$ cat src/rtl/divide.sv
// rtl/divide.sv - sequential 16-by-8 unsigned restoring divider, one quotient bit per clock
module divide (
  input  logic        clk,
  input  logic        reset,
  input  logic        start,
  input  logic [15:0] dividend,
  input  logic [7:0]  divisor,
  output logic [15:0] quot,
  output logic [7:0]  rem,
  output logic        ready,
  output logic        busy,
  output logic        div_by_zero
);

  typedef enum logic [1:0] {
    S_IDLE = 2'd0,
    S_RUN  = 2'd1,
    S_DONE = 2'd2
  } state_t;

  state_t      state_q, state_d;
  logic [15:0] q_q, q_d;        // dividend shifts out the top, quotient bits shift in the bottom
  logic [8:0]  r_q, r_d;        // partial remainder
  logic [7:0]  d_q, d_d;        // captured divisor
  logic [3:0]  cnt_q, cnt_d;    // iteration index 0..15
  logic [15:0] quot_q, quot_d;
  logic [7:0]  rem_q, rem_d;
  logic        dbz_q, dbz_d;

  // Trial value for this iteration: remainder shifted left with the next dividend bit.
  // Kept one bit wider than R so the compare never truncates.
  logic [9:0]  trial;
  logic        qbit;

  // State and datapath registers; reset clears everything and abandons any operation
  always_ff @(posedge clk) begin
    if (reset) begin
      state_q <= S_IDLE;
      q_q     <= '0;
      r_q     <= '0;
      d_q     <= '0;
      cnt_q   <= '0;
      quot_q  <= '0;
      rem_q   <= '0;
      dbz_q   <= 1'b0;
    end else begin
      state_q <= state_d;
      q_q     <= q_d;
      r_q     <= r_d;
      d_q     <= d_d;
      cnt_q   <= cnt_d;
      quot_q  <= quot_d;
      rem_q   <= rem_d;
      dbz_q   <= dbz_d;
    end
  end

  // Next-state and datapath: load on start, one restoring step per RUN cycle
  always_comb begin
    state_d = state_q;
    q_d     = q_q;
    r_d     = r_q;
    d_d     = d_q;
    cnt_d   = cnt_q;
    quot_d  = quot_q;
    rem_d   = rem_q;
    dbz_d   = dbz_q;
    trial   = {r_q, q_q[15]};
    qbit    = 1'b0;

    case (state_q)
      S_IDLE, S_DONE: begin
        if (start) begin
          if (divisor != 8'd0) begin
            q_d     = dividend;
            d_d     = divisor;
            r_d     = '0;
            cnt_d   = '0;
            dbz_d   = 1'b0;
            state_d = S_RUN;
          end else begin
            // Divide by zero resolves immediately with a saturated quotient
            quot_d  = 16'hFFFF;
            rem_d   = dividend[7:0];
            dbz_d   = 1'b1;
            state_d = S_DONE;
          end
        end
      end
      S_RUN: begin
        if (trial >= {2'b00, d_q}) begin
          r_d  = trial[8:0] - {1'b0, d_q};
          qbit = 1'b1;
        end else begin
          r_d  = trial[8:0];
        end
        q_d   = {q_q[14:0], qbit};
        cnt_d = cnt_q + 4'd1;
        if (cnt_q == 4'd15) begin
          quot_d  = {q_q[14:0], qbit};
          rem_d   = r_d[7:0];
          state_d = S_DONE;
        end
      end
      default: state_d = S_IDLE;
    endcase
  end

  assign quot        = quot_q;
  assign rem         = rem_q;
  assign ready       = (state_q == S_DONE);
  assign busy        = (state_q == S_RUN);
  assign div_by_zero = dbz_q;

endmodule

$ cat config.mk
export PLATFORM = sky130hd
export DESIGN_NAME = divide
export DESIGN_NICKNAME = d
export VERILOG_FILES = /design/src/rtl/divide.sv
export SDC_FILE = /design/constraint.sdc
export NUM_CORES = 1
export LEC_CHECK = 0
export CAP_MARGIN = 20
export CORE_ASPECT_RATIO = 0.9
export CORE_MARGIN = 2
export CORE_UTILIZATION = 40
export DETAILED_ROUTE_END_ITERATION = 10
export HOLD_SLACK_MARGIN = 0.08
export PLACE_DENSITY = 0.72
export SLEW_MARGIN = 20
export SYNTH_ARGS = -nofsm -noshare
export SYNTH_HDL_FRONTEND = slang
export SYNTH_SLANG_ARGS = --single-unit
$ cat constraint.sdc
create_clock -name clk -period 4.2 [get_ports clk]
set_input_delay 0.63 -clock clk [delete_from_list [all_inputs] [get_ports clk]]
set_output_delay 0.63 -clock clk [all_outputs]
set_load 0.005 [all_outputs]
* Yosys cells after proc, flatten, opt, wreduce, memory -nomap -nowiden
Index checks and enable logic that the tools add are counted.
** Storage, ports and cells
- Bits in registers :: 64
- Input bits :: 27
- Output and inout port bits :: 27
- Logic and storage cells :: 51
** Cells by class
- Add/subtract/negate cells :: 2
- $lt $le $gt $ge :: 1
- Equal/unequal tests :: 7
- Muxes and demuxes :: 24
- Reductions and logical operators :: 9
** Operators by type and width (count)
- 16-bit 2-to-1 mux :: 5
- 16-bit case mux with 2 select lines :: 2
- 9-bit 2-to-1 mux :: 3
- 8-bit 2-to-1 mux :: 3
- 9-bit case mux with 2 select lines :: 1
- 8-bit case mux with 2 select lines :: 1
- 10-bit by 8-bit greater-or-equal comparator with 1-bit output :: 1
- 9-bit by 8-bit subtractor with 9-bit output :: 1
- 4-bit 2-to-1 mux :: 2
- 4-bit case mux with 2 select lines :: 1
- 8-bit nonzero test :: 1
- 2-bit 2-to-1 mux :: 3
- 2-bit inequality test (second input constant) :: 3
- 3-bit AND reduction :: 2
- 4-bit by 1-bit adder with 4-bit output (second input constant) :: 1
- 4-bit equality test (second input constant) :: 1
- 2-bit case mux with 2 select lines :: 1
- 2-bit AND reduction :: 2
- 4-bit AND reduction :: 1
- 2-bit by 1-bit equality test with 1-bit output (second input constant) :: 1
- 2-bit equality test (second input constant) :: 1
- 2-bit logical NOT :: 1
- 1-bit 2-to-1 mux :: 2
- 2-bit by 1-bit inequality test with 1-bit output (second input constant) :: 1
- other kinds (2) :: 2

* Logic depth before layout (Yosys ltp)
Gate-level depths: netlist of run 1.
- Depth after elaboration :: 4
- Gate-level depth with buffers :: 10
- Mapped depth without buffers :: 9

* Worst setup path after synthesis of run 1
Ideal clock, no wire load.
- Path kind :: register -> register
- Start point :: register q_q[15]
- End point :: register rem_q[3], in the netlist rem[3]
- Library setup time :: 0.117 ns
- Arrival :: 1.973 ns
- Data required time :: 4.083 ns
- Path slack :: 2.110 ns
- Cell stages (with the launch flop) :: 10
- Buffers on the path :: 0
- Clock period less this slack :: 2.090 ns
- Cells stage by stage :: dfxtp_1 > inv_1 > ha_1 > inv_1 > fa_1 > nand3_1 > a311oi_2 > or2_1 > a211o_2 > a32o_1
** On the way
- Word-level cells in the longest chain between the ends :: 4
- Elaborated cells between the ends (all ways) :: 5
- Those cells by class :: 1 x add/sub; 1 x order compare; 3 x mux
** Ends and longest elaborated chain
- from (decl) :: RTL line 22 : logic [15:0] q_q, q_d;
- from (signal assigned) :: RTL line 48 : q_q <= q_d;
- 9-bit by 8-bit subtractor with 9-bit output / 10-bit by 8-bit greater-or-equal comparator with 1-bit output (equally long branches) :: RTL line 92, 91
- 9-bit 2-to-1 mux (*) :: RTL line 91 : if (trial >= {2'b00, d_q}) begin
- 8-bit 2-to-1 mux (*) :: RTL line 99 : if (cnt_q == 4'd15) begin
- 8-bit case mux with 2 select lines (*) :: RTL line 71 : case (state_q)
- to (signal assigned) :: RTL line 53 : rem_q <= rem_d;
- to (decl) :: RTL line 27 : logic [7:0] rem_q, rem_d;
Every way passes the cells marked *; elsewhere a longest branch is shown, timed or not. The select of a mux whose other input is x is not followed.
A chain may end at the register's enable or synchronous reset.

* Worst setup path in the final report of run 1
- Start point :: register state_q[1]
- End point :: output port busy
** On the way
- Word-level cells in the longest chain between the ends :: 1
** Ends and longest elaborated chain
- from (decl) :: RTL line 21 : state_t state_q, state_d;
- from (signal assigned) :: RTL line 47 : state_q <= state_d;
- 2-bit by 1-bit equality test with 1-bit output :: RTL line 112 : assign busy = (state_q == S_RUN);
- to (decl) :: RTL line 11 : output logic busy,
Every way passes these cells.

==> results.md, run 1 <==
* Synth cell types at 56
* CTS Buffer Depth at 2
* Layout area overhead at 27.2%
* DRC at 0
* Multi-input gate area at 1560 sq um
* CP endpoint: busy
* CTS Hold Bufs at 0
* First-pass GRT wire length at 12600 um
* Setup violators final at 0
* CTS H-tree lvls at 3
* Clk root buf: clkbuf_8
* Final min period at 2.93 ns
* PortBufs at 53
* Routability cong. at 0.816
* Area leader, netlist: dfxtp_1
* I/O pin count at 54
* Maximum VDD drop at about 0.28 mV
* Core Area at 7430 sq um
* Worst slew pin tran at 0.816 ns
* Placed cell area at 3590 sq um
* Clk pin slew, worst setup/hold paths at 0.07 ns
* Initial Utilization at 40.6%
* Gates resized, CTS repair at 0
* GRT Total Usage at 19.6%
* First-pass iteration count of the detailed router at 4
* Die Y at 86.4 um
* Register Area at roughly 1300 sq um
* Synth Warn # at 0
* Setup TNS at 0 ns
* Synth area leaders: dfxtp_1 (42%), nand2_1 (7.2%), o221a_2 (6.0%)
* Post-route fraction of the period consumed by the critical path at 69.8%
* CTS tree: built
* Post-synth EDFFs at 0
* Asr flop ratio synth at 0%
* Grt total ovfl at 0
* Die W at 95.6 um
* Clock sink count at 64
* Fin Clk Skew at 0.00559 ns
* Final Max Slew Viols at 0
* Area of the die at 8260 sq um
* Synthesized area at 3020 sq um
* Worst setup path class: flop to output port
* Via count at around 2800
* Initial antenna violation count at 0
* Fin cells at 497
* Clock power share at 38.9%
* Detailed Place HPWL at 5380 um
* Syn Area/Cell at between 8 and 9 sq um
* CP Data Required Time at 3.57 ns
* Share of the synthesized area in the top cell type at a little over two fifths
* Critical path endpoint category: output port
* Relative slew slack at 45.5%
* Net Count, Synth at 386
* Fillers at 718
* Number of CTS-inserted buffers at 9
* Startpoint types: flop
* Post-synth top cells: dfxtp_1 (64), nand2_1 (58), nor2_1 (31), a21oi_1 (26), o21ai_0 (19)
* Row count at 30
* Final #Nets at around 430
* Placed Cells at 481
* FF-to-FF setup slack at ~1.5 ns
* Critical Path Start: state_q[1]$_SDFFE_PP0P_
* Crit Path Max Fanout at 42
* Initial DRC count at 208
* Net Switching at 506 uW
* Largest net degree at the start of global routing at 43
* DR WL/cell at ~15 um
* #FFs+latches synth at 64
* Clk Latency, worst-skew pair at roughly 0.35 ns
* Leak pwr at 1.42 nW
* RSZ-0062 raised after global routing: false
* Post-route ant nets at 0
* Worst r2r src: q_q[15]$_SDFFE_PP0P_
* Routed vias/inst at 5.60
* Post-CTS setup buffers at 0
* Vias in the first global route at 2571
* MaxCap Viol Count at 0
* Logic gate share of total power at a little over a fifth
* Switching Share at 29.7%
* Fin. Hold Viols at 0
* Worst Hold Class: flop to flop
* Final Cell Area at 3840 sq um
* Pint at 1.20 mW
* Antenna Cells at 0
* Most frequent cell after synthesis: dfxtp_1
* R2R cell count at 9
* Maximum operating frequency at approximately 340 MHz
* WL final at 7640 um
* Run status: finished, final reports clean
* Critical path arrival at roughly 2.3 ns
* Cells after synthesis at 349
* PwrDens at between 400 and 500 nW/um^2
* Part of the power in registers at 39.4%
* RR Endpoint: r_q[6]$_SDFFE_PP0P_
* Ys flop type: dfxtp_1
* Sequential-to-total area share from yosys stat at between 40% and 50%
* Share of cells above drive strength 1 at 11.7%
[how the worst min path moves through the flow]
stage | slack [ns] | from | cells past startpoint | end
4_1_cts | 0.46 | d_q[7]$_SDFFE_PP0P_ | 2 | d_q[7]$_SDFFE_PP0P_
2_1_floorplan | 0.44 | d_q[2]$_SDFFE_PP0P_ | 2 | d_q[2]$_SDFFE_PP0P_
5_1_grt | 0.48 | d_q[7]$_SDFFE_PP0P_ | 2 | d_q[7]$_SDFFE_PP0P_
6_report | 0.46 | d_q[5]$_SDFFE_PP0P_ | 2 | d_q[5]$_SDFFE_PP0P_
3_5_place_dp | 0.45 | d_q[7]$_SDFFE_PP0P_ | 2 | d_q[7]$_SDFFE_PP0P_
3_3_place_gp | 0.44 | d_q[2]$_SDFFE_PP0P_ | 2 | d_q[2]$_SDFFE_PP0P_
[per-stage QoR]
step / power [mW] / util [%] / hold WS, ns / worst slack (ns)
after floorplan: 0.956 / - / 0.436 / 2.11
after detailed placement: 1.05 / 48.3 / 0.447 / 1.18
after global routing: 1.79 / 51.7 / 0.478 / 1.07
after CTS: 1.71 / 51.7 / 0.457 / 1.26
final: 1.71 / 51.7 / 0.458 / 1.27
after global placement: 1.04 / 48.3 / 0.444 / 1.31
[registers in the layout, summed over array words and instances, names as in the netlist]
signal       flops
div_by_zero      1
r_q              9
rem              8
state_q          2
q_q             16
d_q              8
cnt_q            4
quot            16
[kinds of logic (layout without fill, tap and decap cells)]
logic type,Yosys count,after routing,synth area share [%]
mux,2,2,0.663
fa+ha+maj,10,10,4.39
flops,64,64,42.4
compound gates,105,105,26.4
xor+xnor,4,4,1.16
buf+inv,36,88,5.80
simple gates,128,128,19.1
[routing by layer]
layer / wire, um / track usage, % / vias up / share of wire (%)
li1: - / - / 1369 / -
met1: 3740 / 27.4 / 1329 / 49
met2: 3340 / 28.5 / 65 / 44
met3: 366 / 4.96 / 20 / 4.8
met4: 194 / 8.83 / 0 / 2.5
met5: 0 / 0 / - / 0
[critical path: stages, from the launching register on]
cell	delay, ns
dfxtp_1	0.32
nand2b_1	0.09
buf_4	0.36
clkinv_1	0.55
clkdlybuf4s50_1	0.60
[placed cells by master, fill, tap and decap left out, types with 2 or more instances in the layout]
master and count:
a211oi_2 2, nor2_1 31, ha_1 9, nor2b_1 3, o22ai_1 2, a22oi_1 2
clkinv_1 2, clkbuf_8 10, o21ai_0 19, nor4b_1 2, a311oi_1 16, nor4_1 2
xor2_1 3, nand4_1 4, nand2b_1 2, or3_1 2, o2111a_1 2, a32o_1 2
nor3b_1 5, inv_1 11, mux2i_1 2, dfxtp_1 64, nor3_1 4, buf_4 6
clkdlybuf4s50_1 53, nand3_1 7, or2_2 2, a31oi_1 2, bufinv_16 3, a21oi_1 26
nand2_1 58, o221a_2 16, and3_1 2, a211o_2 2
[cell type report]
| type | count | share of cell area, % |
|---|---|---|
| multi-input cells | 249 | 40.7 |
| flip-flops and latches | 64 | 33.3 |
| well taps | 96 | 3.13 |
| clock buffers | 10 | 3.58 |
| inverters | 13 | 1.27 |
| repair buffers | 59 | 15.0 |
| clock inverters | 6 | 3.00 |
[power groups by stage]
| stage | clock network [mW] | registers (mW) | logic (mW) |
|---|---|---|---|
| after global placement | 0 | 0.684 | 0.358 |
| after global routing | 0.701 | 0.677 | 0.412 |
| after CTS | 0.674 | 0.672 | 0.368 |
| after floorplan | 0 | 0.676 | 0.280 |
| after detailed placement | 0 | 0.686 | 0.365 |
| final | 0.664 | 0.673 | 0.370 |
Note: power is estimated with default switching activity, not from simulation.
==> inputs of run 2 (changes only) <==
- PLACE_DENSITY: 0.72 -> 0.75
- clock period: 4.2 -> 2.4 ns (I/O delays scaled with it)
==> run 2 against run 1 <==
Against the previous run: final area up 2.2%; critical path depth up 6; register-to-register slack worse by 1.3 ns; die area unchanged; clock skew up 0.0043 ns; sequential power up 75%; clock power up 57%; core utilization up 1.2 points; via count up 3.5%; highest routed layer unchanged; non-clock buffer count up 13; global-route usage down 0.15 points.
==> results.md, run 2 (synthesis results as in run 1) <==
* Run status: finished, final reports clean
* Vias in the first global route at 2527 (-1.7%)
* Busiest layer in global routing: met2
* Antenna Cells at 0 (unchanged)
* Startpoint types: flop
* Final #Nets at 446 (+3.0%)
* Clock sink count at 64 (unchanged)
* Post-route fraction of the period consumed by the critical path at 95.5%
* Maximum VDD drop at 0.327 mV (+16%)
* Grt total ovfl at 0 (unchanged)
* Final Max Slew Viols at 0 (unchanged)
* Worst Hold Class: flop to flop
* Share of cells above drive strength 1 at 14.7% (+3.0 points)
* Initial Utilization at 40.6% (unchanged)
* Clk Latency, worst-skew pair at 0.34 ns (about the same)
* RSZ-0062 raised after global routing: false
* GRT Total Usage at 19.5% (-0.15 points)
* DR WL/cell at 15.5 um (+0.51%)
* MaxCap Viol Count at 0 (unchanged)
* Most frequent cells in the layout: dfxtp_1 (64), nand2_1 (58), clkdlybuf4s50_1 (53)
* Placed cell area at 3700 sq um (+3.1%)
* Maximum operating frequency at between 400 and 500 MHz
* Routability cong. at 0.848 (+3.9%)
* Critical path arrival at 2.50 ns (+0.20 ns)
* Clk pin slew, worst setup/hold paths at 0.07 ns (about the same)
* Fin Clk Skew at 0.00993 ns (+0.00434 ns)
* First-pass GRT wire length at 12600 um (about the same)
* RR Endpoint: rem[7]$_SDFFE_PP0P_
* M2 GR Usage at 29.1% (+0.51 points)
* Detailed Place HPWL at 5660 um (+5.1%)
* Logic gate share of total power at 24.4% (+2.7 points)
* Die W at 95.6 um (unchanged)
* Commonest non-fill, non-tap cell in the layout: dfxtp_1
* Final min period at ~2.3 ns
* Area of the die at 8260 sq um (unchanged)
* Largest net degree at the start of global routing at 38 (-12%)
* Fin cells at 510 (+2.6%)
* CTS H-tree lvls at 3 (unchanged)
* Row count at 30 (unchanged)
* Number of CTS-inserted buffers at 9 (unchanged)
* Worst setup path class: flop to flop
* Sink of the worst hold path: d_q[7]$_SDFFE_PP0P_
* Initial DRC count at 189 (-9.1%)
* CTS Buffer Depth at 2 (unchanged)
* Hold Path Depth at 2 (unchanged)
* FF-to-FF setup slack at 0.11 ns (-1.34 ns)
* CTS tree: built
* Placed Cells at 494 (+2.7%)
* Relative slew slack at 68.8% (+23 points)
* M3 GR Usage at 5.74% (+0.78 points)
* Post-route ant nets at 0 (unchanged)
* Worst r2r src: q_q[15]$_SDFFE_PP0P_
* Clock power share at 35.5% (-3.4 points)
* PortBufs at 53 (unchanged)
* Die Y at 86.4 um (unchanged)
* DRC at 0 (unchanged)
* PwrDens at 747 nW/um^2 (+68%)
* First-pass iteration count of the detailed router at 5 (+1)
* Setup TNS at 0 ns (unchanged)
* Via count at 2881 (+3.5%)
* Crit Path Max Fanout at 5 (-88%)
* Routed vias/inst at 5.65 (+0.88%)
* Met1 usage at 28.0% (+0.59 points)
* I/O pin count at 54 (unchanged)
* Fillers at 683 (-4.9%)
* Part of the power in registers at 40.1% (+0.7 points)
* Worst slew pin tran at 0.464 ns (-0.352 ns)
* Setup violators final at 0 (unchanged)
* WL final at 7880 um (+3.1%)
* Clk root buf: clkbuf_8
* R2R cell count at 10 (+1)
* Pint at 2.03 mW (+69%)
* Layout area overhead at 30.1%
* Fin. Hold Viols at 0 (unchanged)
* Initial antenna violation count at 0 (unchanged)
* Final Cell Area at 3930 sq um (+2.2%)
* Core Area at 7430 sq um (unchanged)
* Net Switching at 906 uW (+79%)
* Switching Share at 30.8% (+1.2 points)
* Leak pwr at 1.48 nW (+4.1%)
* CP Data Required Time at 2.61 ns (-0.96 ns)
* Critical path endpoint category: flop
* Hold Startpoint: d_q[7]$_SDFFE_PP0P_
## run 2: cell count changes in the layout (fill, tap and decap cells not counted)
cell       previous run  this run
buf_12                0         1
inv_6                 1         2
clkbuf_8             10         9
or2_1                 1         0
clkinv_4              1         2
bufinv_16             3         2
buf_4                 6        18
or2_4                 0         1
## run 2: metal layers
metal / part of all wire (%) / vias to the layer above
met5: 0 / -
met4: 1.0 / 0
met3: 6.4 / 12
met2: 45 / 111
met1: 48 / 1352
li1: - / 1406
## run 2: power by group through the flow
stage | registers (mW) | clock network (mW) | logic, mW
finish | 1.18 | 1.04 | 0.715
global route | 1.19 | 1.11 | 0.788
CTS | 1.18 | 1.05 | 0.699
detailed placement | 1.20 | 0 | 0.695
global placement | 1.20 | 0 | 0.684
floorplan | 1.18 | 0 | 0.490
## run 2: worst max path at each step
stage | start | endpoint | slack (ns) | cells after the start
2_1_floorplan | q_q[15]$_SDFFE_PP0P_ | rem[3]$_SDFFE_PP0P_ | 0.31 | 9
3_3_place_gp | q_q[15]$_SDFFE_PP0P_ | rem[3]$_SDFFE_PP0P_ | 0.06 | 9
3_5_place_dp | q_q[15]$_SDFFE_PP0P_ | rem[3]$_SDFFE_PP0P_ | 0.06 | 9
4_1_cts | q_q[15]$_SDFFE_PP0P_ | rem[3]$_SDFFE_PP0P_ | 0.03 | 9
5_1_grt | q_q[15]$_SDFFE_PP0P_ | r_q[7]$_SDFFE_PP0P_ | 0.004 | 10
6_report | q_q[15]$_SDFFE_PP0P_ | rem[7]$_SDFFE_PP0P_ | 0.11 | 10
## run 2: area by class of cell
class                           instances  area (sq um)  share of cell area [%]
Clock buffer                            9           124                    3.15
Clock inverter                          7           103                    2.61
Inverter                               13          48.8                    1.24
Multi-Input combinational cell        249          1570                    39.9
Sequential cell                        64          1280                    32.6
Tap cell                               96           120                    3.06
Timing Repair Buffer                   72           686                    17.5
## run 2: worst max-delay path, cell delays in order (launching register included)
cell,delay (ns)
dfxtp_1,0.34
inv_1,0.07
ha_1,0.16
inv_1,0.05
fa_1,0.41
nand3_1,0.13
a311oi_2,0.12
buf_4,0.18
or4_1,0.51
o2111ai_1,0.13
a21oi_1,0.06
## run 2: through the flow
step / util (%) / worst slack (ns) / hold slack, ns / power (mW)
floorplan: - / 0.310 / 0.436 / 1.67
global placement: 49.8 / 0.0556 / 0.445 / 1.88
detailed placement: 49.8 / 0.0559 / 0.448 / 1.89
CTS: 52.8 / 0.0312 / 0.459 / 2.93
global route: 52.9 / 0.00403 / 0.482 / 3.08
finish: 52.9 / 0.108 / 0.456 / 2.94
## run 2: timing repair
item / CTS / global route
endpoints found under the setup margin: 0 / 7
gates resized for setup: 0 / 1
hold buffers: 0 / 0
setup buffers: 0 / 0
==> inputs of run 3 (changes only) <==
- REMOVE_ABC_BUFFERS: unset -> 1
- SLEW_MARGIN: 20 -> unset
==> run 3 against run 2 <==
Against the previous run: count of clock-buffer cells in the layout up 1; clock skew down 0.0044 ns; power down 2.6%; clock power down 13%; largest power group unchanged; sequential power about the same; sequential share of layout area about the same; critical endpoint unchanged; non-clock buffer count unchanged; die area unchanged; hold slack better by 0.0012 ns.
==> results.md, run 3 (synthesis results as in run 1) <==
* Hold slack at 0.458 ns (+0.00117 ns)
* Pre-CTS setup slack at 0.0542 ns (-0.00172 ns)
* Clk root buf: clkbuf_8
* Most frequent cells in the layout: dfxtp_1 (64), nand2_1 (58), clkdlybuf4s50_1 (53)
* Net Switching at 906 uW (about the same)
* First-pass iteration count of the detailed router at 4 (-1)
* Total Power at 2.86 mW (-2.6%)
* Relative slew slack at 67.8% (-1.0 points)
* Routability cong. at 0.826 (-2.5%)
* First-pass GRT wire length at 12900 um (+2.6%)
* Commonest non-fill, non-tap cell in the layout: dfxtp_1
* Setup TNS at 0 ns (unchanged)
* CTS H-tree lvls at 3 (unchanged)
* Post-route fraction of the period consumed by the critical path at 94.8% (-0.71 points)
* Placed cell area at 3710 sq um (+0.34%)
* Critical path arrival at 2.49 ns (about the same)
* I/O pin count at 54 (unchanged)
* CP Data Required Time at 2.62 ns (about the same)
* Fin cells at 510 (unchanged)
* Fin Clk Skew at 0.00555 ns (-0.00439 ns)
* Critical path endpoint category: flop
* Worst Hold Class: flop to flop
* Number of CTS-inserted buffers at 9 (unchanged)
* Core Util, Final at 52.8% (about the same)
* Leak pwr at 1.47 nW (-0.85%)
* Pint at 1.96 mW (-3.7%)
* Layout area overhead at 30.0% (about the same)
* Part of the power in registers at 41.1% (+1.0 points)
* Post-route ant nets at 0 (unchanged)
* CTS Buffer Depth at 2 (unchanged)
* Initial Utilization at 40.6% (unchanged)
* MaxCap Viol Count at 0 (unchanged)
* Worst setup path class: flop to flop
* PwrDens at 728 nW/um^2 (-2.5%)
* Die W at 95.6 um (unchanged)
* Clock power share at 31.5% (-4.0 points)
* Grt total ovfl at 0 (unchanged)
* Largest net degree at the start of global routing at 42 (+11%)
* Fin. Hold Viols at 0 (unchanged)
* Maximum VDD drop at 0.416 mV (+27%)
* Vias in the first global route at 2708 (+7.2%)
* Final min period at 2.27 ns (-0.0171 ns)
* Switching Share at 31.7% (+0.82 points)
* PnR worst setup slack at 0.126 ns (+0.0171 ns)
* Final Cell Area at 3930 sq um (about the same)
* WL final at 7780 um (-1.3%)
* Worst slew pin tran at 0.479 ns (+0.0152 ns)
* DRC at 0 (unchanged)
* Clock sink count at 64 (unchanged)
* Core Area at 7430 sq um (unchanged)
* Final Max Slew Viols at 0 (unchanged)
* DR WL/cell at 15.3 um (-1.3%)
* GRT Total Usage at 19.8% (+0.31 points)
* Run status: finished, final reports clean
* Maximum operating frequency at 440 MHz (+0.75%)
* Routed vias/inst at 5.66 (+0.24%)
* CTS tree: built
* Detailed Place HPWL at 5380 um (-4.9%)
* Final #Nets at 446 (unchanged)
* Logic gate share of total power at 27.4% (+3.0 points)
* Clk Latency, worst-skew pair at 0.35 ns (about the same)
* Antenna Cells at 0 (unchanged)
* Area of the die at 8260 sq um (unchanged)
* Clk pin slew, worst setup/hold paths at 0.07 ns (about the same)
* Startpoint types: flop
* Placed Cells at 494 (unchanged)
* Share of cells above drive strength 1 at 15.2% (+0.48 points)
* Die Y at 86.4 um (unchanged)
* Initial DRC count at 197 (+4.2%)
* PortBufs at 53 (unchanged)
* Row count at 30 (unchanged)
* Post-CTS setup buffers at 0 (unchanged)
* Crit Path Max Fanout at 4 (-1)
* Initial antenna violation count at 0 (unchanged)
* Via count at 2888 (+0.24%)
* Setup violators final at 0 (unchanged)
## run 3: changes by cell type in the layout (fill, tap and decap cells not counted), moves of 2 or more
cell and change:
clkinv_2 +3, clkinv_4 -2, inv_6 -2, mux2i_1 -2, mux2i_2 +2
## run 3: area by class of cell
class / count / area (sq um)
clock buffer: 10 / 128
clock inverter: 6 / 60.1
fill: 684 / 3500
inverter: 13 / 48.8
multi-input combinational: 249 / 1590
sequential: 64 / 1280
tap: 96 / 120
timing repair buffer: 72 / 698
## run 3: worst paths after layout
path / depth (start not counted) / start / slack, ns / endpoint
setup / recovery: 10 / q_q[15]$_SDFFE_PP0P_ / 0.13 / rem[7]$_SDFFE_PP0P_
setup reg to reg: 10 / q_q[15]$_SDFFE_PP0P_ / 0.13 / rem[7]$_SDFFE_PP0P_
hold reg to reg: 2 / d_q[2]$_SDFFE_PP0P_ / 0.46 / d_q[2]$_SDFFE_PP0P_
hold / removal: 2 / d_q[2]$_SDFFE_PP0P_ / 0.46 / d_q[2]$_SDFFE_PP0P_
## run 3: worst max-delay path, cell delays in order (launching register included)
cell and delay, ns:
dfxtp_1 0.35, inv_1 0.05, ha_1 0.20, inv_1 0.07
fa_1 0.22, nand3_2 0.15, a311oi_4 0.39, nor2_1 0.15
a2111oi_1 0.34, buf_4 0.19, a21oi_1 0.05
## run 3: repair_timing
item | in CTS | in global routing
hold buffers | 0 | 0
gates resized for setup | 0 | 6
endpoints found under the setup margin | 0 | 4
## run 3: layer usage
metal	global-route usage [%]	routed length, um	vias to the layer above
met1	26.5	3720	1396
li1	-	-	1401
met3	5.30	368	12
met5	0	0	-
met4	6.36	108	0
met2	31.0	3590	79
## run 3: power groups by stage
stage | registers [mW] | clock network (mW) | logic [mW]
after floorplan | 1.18 | 0 | 0.443
after global placement | 1.19 | 0 | 0.712
after detailed placement | 1.20 | 0 | 0.726
after CTS | 1.17 | 0.918 | 0.731
after global routing | 1.18 | 0.961 | 0.865
final | 1.18 | 0.900 | 0.784
